==> src/rtl/cpu_pkg.sv <==
// Shared CPU definitions: pipeline scheduler state encoding and writeback select codes.
package cpu_pkg;

  localparam logic [1:0] WBSEL_ALU = 2'd0;
  localparam logic [1:0] WBSEL_MEM = 2'd1;
  localparam logic [1:0] WBSEL_PC4 = 2'd2;

  typedef enum logic [1:0] {
    SCHED_RUN     = 2'd0,
    SCHED_LDSTALL = 2'd1,
    SCHED_MEMWAIT = 2'd2
  } sched_state_e;

  function automatic logic is_load(input logic [1:0] wbsel);
    return (wbsel == WBSEL_MEM);
  endfunction

  // x0 is never a real producer, so a load targeting it cannot create a hazard.
  function automatic logic load_use(input logic [4:0] rs1, input logic [4:0] rs2,
                                    input logic use1, input logic use2,
                                    input logic [4:0] rd, input logic regwr,
                                    input logic isload);
    return isload & regwr & (rd != 5'd0) &
           ((use1 & (rs1 == rd)) | (use2 & (rs2 == rd)));
  endfunction

endpackage

==> src/rtl/sat_cnt.sv <==
// Saturating up-counter: holds at all-ones instead of wrapping.
module sat_cnt #(
  parameter int W = 32
) (
  input  logic         clk,
  input  logic         rst_n,
  input  logic         inc,
  output logic [W-1:0] cnt
);

  // count up on inc, stick at the maximum value
  always_ff @(posedge clk or negedge rst_n) begin
    if (!rst_n) begin
      cnt <= {W{1'b0}};
    end else if (inc && (cnt != {W{1'b1}})) begin
      cnt <= cnt + {{(W-1){1'b0}}, 1'b1};
    end else begin
      cnt <= cnt;
    end
  end

endmodule

==> src/rtl/pipe_sched.sv <==
// Five-stage pipeline sequencer: resolves load-use, redirect and data-memory-wait stalls
// into per-stage enable/flush strobes; keeps stall/flush counters and a sticky timeout flag.
module pipe_sched
  import cpu_pkg::*;
#(
  parameter int MEM_TMO = 16,
  parameter int CNT_W   = 32
) (
  input  logic             clk,
  input  logic             rst_n,
  input  logic [4:0]       id_rs1,
  input  logic [4:0]       id_rs2,
  input  logic             id_use_rs1,
  input  logic             id_use_rs2,
  input  logic [4:0]       ex_rd,
  input  logic             ex_regwr,
  input  logic             ex_isload,
  input  logic             ex_redirect,
  input  logic             mem_req,
  input  logic             dmem_ack,
  output logic             pc_en,
  output logic             if_id_en,
  output logic             if_id_flush,
  output logic             id_ex_en,
  output logic             id_ex_flush,
  output logic             ex_mem_en,
  output logic             mem_wb_en,
  output logic             mem_wb_bubble,
  output logic             redirect_take,
  output logic             mem_err,
  output logic [CNT_W-1:0] stall_cnt,
  output logic [CNT_W-1:0] flush_cnt
);

  localparam logic [7:0] TMO_C = 8'(MEM_TMO);

  sched_state_e state_r;
  logic         redir_pend_r;
  logic [7:0]   wait_cnt_r;
  logic [7:0]   wait_nxt_s;
  logic         lu_s;
  logic         mw_s;

  assign lu_s = load_use(id_rs1, id_rs2, id_use_rs1, id_use_rs2, ex_rd, ex_regwr, ex_isload);
  assign mw_s = mem_req & ~dmem_ack;
  assign wait_nxt_s = (wait_cnt_r == 8'hFF) ? wait_cnt_r : (wait_cnt_r + 8'd1);

  // stage strobes from current state and hazard inputs
  always_comb begin
    pc_en         = 1'b1;
    if_id_en      = 1'b1;
    if_id_flush   = 1'b0;
    id_ex_en      = 1'b1;
    id_ex_flush   = 1'b0;
    ex_mem_en     = 1'b1;
    mem_wb_en     = 1'b1;
    mem_wb_bubble = 1'b0;
    redirect_take = 1'b0;
    case (state_r)
      SCHED_RUN, SCHED_LDSTALL: begin
        if (mw_s) begin
          pc_en         = 1'b0;
          if_id_en      = 1'b0;
          id_ex_en      = 1'b0;
          ex_mem_en     = 1'b0;
          mem_wb_bubble = 1'b1;
        end else if (ex_redirect) begin
          redirect_take = 1'b1;
          if_id_flush   = 1'b1;
          id_ex_flush   = 1'b1;
        end else if (lu_s && (state_r == SCHED_RUN)) begin
          // the load has already left EX in LDSTALL, so no recheck there
          pc_en       = 1'b0;
          if_id_en    = 1'b0;
          id_ex_flush = 1'b1;
        end else begin
          pc_en = 1'b1;
        end
      end
      SCHED_MEMWAIT: begin
        if (mw_s) begin
          pc_en         = 1'b0;
          if_id_en      = 1'b0;
          id_ex_en      = 1'b0;
          ex_mem_en     = 1'b0;
          mem_wb_bubble = 1'b1;
        end else if (redir_pend_r || ex_redirect) begin
          redirect_take = 1'b1;
          if_id_flush   = 1'b1;
          id_ex_flush   = 1'b1;
        end else begin
          pc_en = 1'b1;
        end
      end
      default: begin
        pc_en = 1'b1;
      end
    endcase
  end

  // scheduler state, pending redirect, wait counter and sticky timeout
  always_ff @(posedge clk or negedge rst_n) begin
    if (!rst_n) begin
      state_r      <= SCHED_RUN;
      redir_pend_r <= 1'b0;
      wait_cnt_r   <= 8'd0;
      mem_err      <= 1'b0;
    end else begin
      case (state_r)
        SCHED_RUN, SCHED_LDSTALL: begin
          if (mw_s) begin
            state_r      <= SCHED_MEMWAIT;
            wait_cnt_r   <= 8'd1;
            redir_pend_r <= ex_redirect;
          end else if (ex_redirect) begin
            state_r <= SCHED_RUN;
          end else if (lu_s && (state_r == SCHED_RUN)) begin
            state_r <= SCHED_LDSTALL;
          end else begin
            state_r <= SCHED_RUN;
          end
        end
        SCHED_MEMWAIT: begin
          if (mw_s) begin
            wait_cnt_r   <= wait_nxt_s;
            redir_pend_r <= redir_pend_r | ex_redirect;
            if (wait_nxt_s >= TMO_C) begin
              mem_err <= 1'b1;
            end else begin
              mem_err <= mem_err;
            end
          end else begin
            state_r      <= SCHED_RUN;
            redir_pend_r <= 1'b0;
            wait_cnt_r   <= 8'd0;
          end
        end
        default: begin
          state_r      <= SCHED_RUN;
          redir_pend_r <= 1'b0;
          wait_cnt_r   <= 8'd0;
        end
      endcase
    end
  end

  sat_cnt #(.W(CNT_W)) u_stall_cnt (
    .clk   (clk),
    .rst_n (rst_n),
    .inc   (~pc_en),
    .cnt   (stall_cnt)
  );

  sat_cnt #(.W(CNT_W)) u_flush_cnt (
    .clk   (clk),
    .rst_n (rst_n),
    .inc   (redirect_take),
    .cnt   (flush_cnt)
  );

endmodule

==> config.mk <==
export PLATFORM = sky130hd
export DESIGN_NAME = pipe_sched
export DESIGN_NICKNAME = d
export VERILOG_FILES = /design/src/rtl/cpu_pkg.sv /design/src/rtl/sat_cnt.sv /design/src/rtl/pipe_sched.sv
export SDC_FILE = /design/constraint.sdc
export NUM_CORES = 1
export LEC_CHECK = 0
export BUFFER_PORTS_ARGS = -buffer_cell sky130_fd_sc_hd__buf_4
export CORE_ASPECT_RATIO = 2
export CORE_MARGIN = 4
export CORE_UTILIZATION = 53
export DETAILED_ROUTE_END_ITERATION = 12
export GPL_TIMING_DRIVEN = 0
export PLACE_DENSITY = 0.9
export SYNTH_ARGS = -nofsm -noshare
export SYNTH_HDL_FRONTEND = slang
export SYNTH_SLANG_ARGS = --single-unit
==> constraint.sdc <==
create_clock -name clk -period 2.65 [get_ports clk]
set_input_delay 0.1325 -clock clk [delete_from_list [all_inputs] [get_ports clk]]
set_output_delay 0.1325 -clock clk [all_outputs]
set_load 0.02 [all_outputs]
# Word level (Yosys, flattened, before mapping)
# Cells that the tools add are included.
totals:
  inputBits: 24
  ff_bits: 76
  out_inout_bits: 74
  word_cells: 67
classes:
  n_lt_le_gt_ge: 1
  muxes: 29
  n_bitwise: 10
  n_eq_ne: 9
  addsub: 3
  reduce_logical: 9
ops:
  columns: ["operator", "count"]
  rows:
  - ["32-bit by 1-bit adder with 32-bit output (second input constant)", 2]
  - ["32-bit inequality test (second input constant)", 2]
  - ["8-bit 2-to-1 mux", 3]
  - ["1-bit 2-to-1 mux", 18]
  - ["8-bit one-hot mux with 2 select lines", 1]
  - ["5-bit equality test", 2]
  - ["8-bit by 1-bit adder with 8-bit output (second input constant)", 1]
  - ["8-bit equality test (second input constant)", 1]
  - ["8-bit by 5-bit greater-or-equal comparator with 1-bit output (second input constant)", 1]
  - ["1-bit one-hot mux with 2 select lines", 4]
  - ["1-bit AND", 6]
  - ["5-bit nonzero test", 1]
  - ["2-bit 2-to-1 mux", 2]
  - ["2-bit inequality test (second input constant)", 2]
  - ["2-bit one-hot mux with 2 select lines", 1]
  - ["1-bit logical AND", 3]
  - ["3-bit AND reduction", 1]
  - ["3-bit OR reduction", 1]
  - ["2-bit by 1-bit equality test with 1-bit output (second input constant)", 1]
  - ["2-bit equality test (second input constant)", 1]
  - ["2-bit logical NOT", 1]
  - ["1-bit inverter", 2]
  - ["1-bit OR", 2]
  - ["2-bit OR reduction", 1]
  - ["1-bit logical OR", 1]

# Longest topological paths before layout
logic_depth:
  word_depth: 11
  depth_mapped: 9
  depth_no_buf: 7

# By module
# From an unflattened synthesis, not the netlist that was laid out.
unflattened:
  cells_unflattened: 413
  hier_area_um2: 4176.5
modules_own_cells:
  columns: ["mod", "seq_area_each_um2", "cells_each", "instances", "area_each_um2"]
  rows:
  - ["sat_cnt at u_flush_cnt", 800.8, 151, 1, 1624.1]
  - ["sat_cnt at u_stall_cnt", 800.8, 153, 1, 1617.8]
  - ["pipe_sched", 300.3, 109, 1, 934.6]

# Worst setup path after synthesis
# OpenSTA, ideal clock, no wires.
synth_path:
  kind: "flip-flop to flip-flop"
  from: "register u_stall_cnt.cnt[0]"
  to: "register u_stall_cnt.cnt[1]"
  period_less_slack_ns: 2.024
  stages_incl_launch_ff: 8
  setup_slack_ns: 0.626
  setup_time_ns: 0.125
  required_ns: 2.525
  path_buffers: 1
  arrival_time_ns: 1.899
  path_cell_list: "dfrtp_1 > ha_1 > nand4_1 > nor2_1 > nand4_1 > and3_1 > buf_6 > mux2_4"
synth_via:
  elab_chain_len: 2
  elab_cells_between_ends: 3
  classes_between: "1 x add/sub; 1 x eq/ne; 1 x reduce/logical"
synth_lines:
  columns: ["element", "line", "rtl"]
  rows:
  - ["start: declaration", "sat_cnt.sv:8", "output logic [W-1:0] cnt"]
  - ["start signal: assignment", "sat_cnt.sv:14", "cnt <= {W{1'b0}};"]
  - ["start signal: assignment", "sat_cnt.sv:16", "cnt <= cnt + {{(W-1){1'b0}}, 1'b1};"]
  - ["start signal: assignment", "sat_cnt.sv:18", "cnt <= cnt;"]
  - ["parallel branches: the longest is 2 deep, another holds 32-bit by 1-bit adder with 32-bit output", null, null]
# Parallel ways; which one is timed is not known.
# A chain may end at the register's enable or synchronous reset.

# Worst setup path after layout
layout_path:
  from: "register u_stall_cnt.cnt[0]"
  to: "register u_stall_cnt.cnt[5]"
# Same word-level chain as after synthesis.

==> impl_metrics.py <==
metrics = {
    "cts": {
        "clk_latency_ns": 0.33,
        "tritoncts.num_buffers": 9,
        "clk_pin_slew_ns": 0.06,
        "number_of_resized_instances_in_the_post_cts_repair_step": 0,
        "cts_htree_levels": 3,
        "tritoncts": "yes",
        "clock-root-buffer": "clkbuf_16",
        "cts.sink_count": 76,
        "ctsLongestPathBuffers": 2,
    },
    "detailed_routing": {
        "vias": 3421,
        "route.antenna.remaining_nets": 0,
        "route.final.wire_length_um": 9950,
        "drt_pass1_iterations": 4,
        "avgViaCountPerCell": 5.62,
        "wl_per_cell_um": 16.3,
        "remaining_drc_errors": 0,
        "drt_iter0_markers": 307,
    },
    "pwr": {
        "total_switching_power_uw": 853,
        "seqPwrFrac_pct": 41.2,
        "total_leakage_power_uw": 0.00256,
        "share_comb_of_total_power_pct": 15.9,
        "share_clk_of_total_power_pct": 43.0,
        "ir_drop_mv": 0.479,
        "power.density_cell_area_mw_per_mm2": 640,
        "internal-power_uw": 2450,
        "power.share.switching_pct": 25.8,
    },
    "setup_path": {
        "timing.critical_path.to_type": "flip-flop",
        "cp_data_required_time_ns": 2.86,
        "regToRegStartpoint": "u_stall_cnt.cnt[0]$_DFFE_PN0P_",
        "critical_path.startpoint_type": "flip-flop",
        "cp_data_arrival_time_ns": 2.47,
        "timing.critical_path.fanout_max": 10,
        "criticalPathCategory": "flip-flop to flip-flop",
        "critPathCapture": "u_stall_cnt.cnt[5]$_DFFE_PN0P_",
        "rr_endpoint": "u_stall_cnt.cnt[5]$_DFFE_PN0P_",
        "worstRegToRegCells": 8,
        "worst_path_largest_cell_delay_ns": 0.43,
        "cp-startpoint": "u_stall_cnt.cnt[0]$_DFFE_PN0P_",
        "slowest_stage": "dfrtp_1",
        "crit_path_cell_trace": "ha_1 -> nand4_1 -> nor2_1 -> nand4_1 -> nand3_1 -> buf_2 -> nor2_1 -> xor2_1",
        "timing.reg2reg.setup_slack_ns": 0.39,
    },
    "synth": {
        "synth_edf_count": 0,
        "synth-warning-count": 0,
        "post_synth_num_cell_types": 50,
        "synthesized_netlist_net_count": 430,
        "yosys_register_bits": 76,
        "async_flop_share_pct": 100,
        "synth.avg_cell_area_sq_um": 9.81,
        "ys_dominant_reg_cell": "dfrtp_1",
        "seq_area_frac_synth_pct": 48.1,
        "postSynthCellCount": 403,
        "syn_area_sq_mm": 0.00396,
    },
    "timing": {
        "relSlewSlack_pct": 36.1,
        "finalHoldWorstSlack_ns": 0.204,
        "slew_limit_fails": 0,
        "grt_setup_unrepaired": "no",
        "finalSetupViolations": 0,
        "timing_worst_slew_pin_value_ns": 0.958,
        "timing_hold_violations_final": 0,
        "timing.final.crit_share_pct": 85.4,
        "maximum_clock_skew_at_final_layout_ns": 0.00487,
        "finalCriticalPeriod_ns": 2.26,
        "fmax_ghz": 0.442,
        "fin_tns_setup_ns": 0,
    },
    "cells_and_area": {
        "design.final.nets": 539,
        "num-fill-cells": 587,
        "layout.cell_area.non_filler_sq_mm": 0.00516,
        "post_route_cells_drive_above_1_share_pct": 26.7,
        "flow.area_growth_from_synthesis_pct": 30.5,
        "final_core_util_pct": 71.0,
        "antenna_cells": 0,
        "multi_input_area_sq_mm": 0.00191,
        "seqCellArea_sq_mm": 0.00190,
        "final_cells": 609,
    },
    "global_route": {
        "globalRouteOverflowTotal": 0,
        "antenna_found_initial": 0,
        "number_of_global_route_vias_before_repair": 3544,
        "first_pass_grt_wire_length_um": 16800,
        "grt.total_usage_pct": 23.3,
        "grt_start_max_net_pins": 77,
    },
    "placement": {
        "post_dp_cell_area_sq_mm": 0.00479,
        "io_buffers": 96,
        "placed_cells": 591,
        "dp.final_hpwl_um": 7180,
        "finalWeightedCongestion": 0.883,
    },
    "hold_path": {
        "hold_path.class": "input port to flip-flop",
        "worst_hold_path.num_cells": 5,
    },
    "die": {
        "initial_core_util_pct": 54.4,
        "chipHeight_um": 130,
        "fp.dieW_um": 69.1,
        "die-area_sq_mm": 0.00899,
        "rows": 44,
        "ioPinCount": 98,
        "core-area_sq_mm": 0.00727,
    },
    "job": {
        "maxCapViolations": 0,
    },
    "outcome": {
        "status": "finished clean",
    },
}
==> stage by stage <==
| step | total power, uW | setup WS, ns |
|---|---|---|
| final | 3310 | 0.387 |
| after global routing | 3440 | 0.225 |
| after CTS | 3340 | 0.406 |
| after detailed placement | 1900 | 0.436 |
| after global placement | 1870 | 0.463 |
| after floorplan | 1650 | 0.626 |
==> layer usage <==
metal | vias up | track usage, % | wire, um
met5 | - | 0 | 0
met4 | 0 | 12.1 | 262
met3 | 27 | 5.78 | 462
met2 | 97 | 41.7 | 5560
met1 | 1689 | 25.2 | 3660
li1 | 1608 | - | -
==> cell usage in the layout, fill, tap and decap left out, types with 2 or more instances in the layout <==
cell,synthesis,layout
or2_2,2,2
and4_4,2,2
dfrtp_1,76,76
o22ai_1,2,2
bufinv_16,0,3
a21o_1,3,3
a21oi_1,7,7
mux2_2,2,2
and4_1,3,3
nor3_1,17,17
xnor2_1,38,38
buf_4,4,100
nand4_1,26,26
nor2b_1,2,2
clkbuf_1,2,3
and2_1,4,4
ha_1,3,3
and3_1,12,12
xor2_1,32,32
nand3_1,28,28
nand2_1,39,39
nor2_1,38,38
dlygate4sd3_1,0,2
nor4_1,5,5
buf_2,7,7
clkbuf_16,0,9
nand2b_1,3,3
clkbuf_8,0,2
o21ai_0,8,8
inv_1,14,14
==> layout make-up <==
| class | count | area share (%) |
|---|---|---|
| clock buffers | 12 | 4.97 |
| inverters | 14 | 1.02 |
| repair buffers | 98 | 14.3 |
| plain buffers | 15 | 1.70 |
| multi-input cells | 298 | 37.1 |
| flip-flops and latches | 76 | 36.8 |
| well taps | 92 | 2.23 |
| clock inverters | 4 | 1.84 |
==> cell families after synthesis <==
group | after synthesis | synth area share [%]
AOI/OAI and AO/OA | 32 | 5.98
xor gates and xnor gates | 70 | 15.5
adders and majority gates | 3 | 0.949
buffers and inverters | 29 | 3.54
DFF | 76 | 48.1
muxes | 3 | 0.949
other | 1 | 0.0948
and+or+nand+nor | 189 | 24.9
==> cells in the mapped netlist, types with 3 or more instances <==
| master | instances | area share (%) |
|---|---|---|
| ha_1 | 3 | 0.95 |
| nand2b_1 | 3 | 0.47 |
| and2_1 | 4 | 0.63 |
| nor4_1 | 5 | 0.79 |
| buf_2 | 7 | 0.89 |
| dfrtp_1 | 76 | 48 |
| and4_1 | 3 | 0.66 |
| o21ai_0 | 8 | 1.0 |
| nand2_1 | 39 | 3.7 |
| inv_1 | 14 | 1.3 |
| nor3_1 | 17 | 2.2 |
| xnor2_1 | 38 | 8.4 |
| xor2_1 | 32 | 7.1 |
| a21oi_1 | 7 | 0.89 |
| and3_1 | 12 | 1.9 |
| nand4_1 | 26 | 4.1 |
| nand3_1 | 28 | 3.5 |
| a21o_1 | 3 | 0.57 |
| nor2_1 | 38 | 3.6 |
| buf_4 | 4 | 0.76 |
==> critical path: cells and delay by family, from the launching register on <==
family | cells | cell delay [ns]
buffers and inverters | 1 | 0.28
XOR/XNOR | 1 | 0.16
flip-flops | 1 | 0.43
AND/OR/NAND/NOR | 5 | 1.01
adder cells (fa/ha/maj) | 1 | 0.25
==> state kept, by name (all words and copies together), names as in the netlist <==
signal / cells
u_stall_cnt.cnt: 32
wait_cnt_r: 8
u_flush_cnt.cnt: 32
mem_err: 1
state_r: 2
redir_pend_r: 1
==> how the worst min path moves through the flow <==
stage	startpoint	endpoint	slack (ns)
CTS	mem_req	wait_cnt_r[0]$_DFFE_PN0P_	0.19
finish	ex_regwr	state_r[0]$_DFFE_PN0P_	0.20
detailed placement	rst_n	u_stall_cnt.cnt[12]$_DFFE_PN0P_	0.34
floorplan	rst_n	mem_err$_DFFE_PN0P_	-0.16
global placement	rst_n	u_stall_cnt.cnt[15]$_DFFE_PN0P_	0.34
global route	mem_req	wait_cnt_r[0]$_DFFE_PN0P_	0.21
==> power groups by stage <==
stage	Clock [uW]	Combinational, uW	Sequential, uW
3_5_place_dp	0	525	1380
3_3_place_gp	0	506	1370
6_report	1420	525	1360
5_1_grt	1490	576	1370
4_1_cts	1450	532	1360
2_1_floorplan	0	203	1440
==> repair_timing <==
| action | in CTS | in global routing |
|---|---|---|
| setup buffers | 0 | 0 |
| hold endpoints to repair | 77 | 0 |
| hold buffers | 2 | 0 |
No activity file was read; power rests on OpenSTA's default activity.
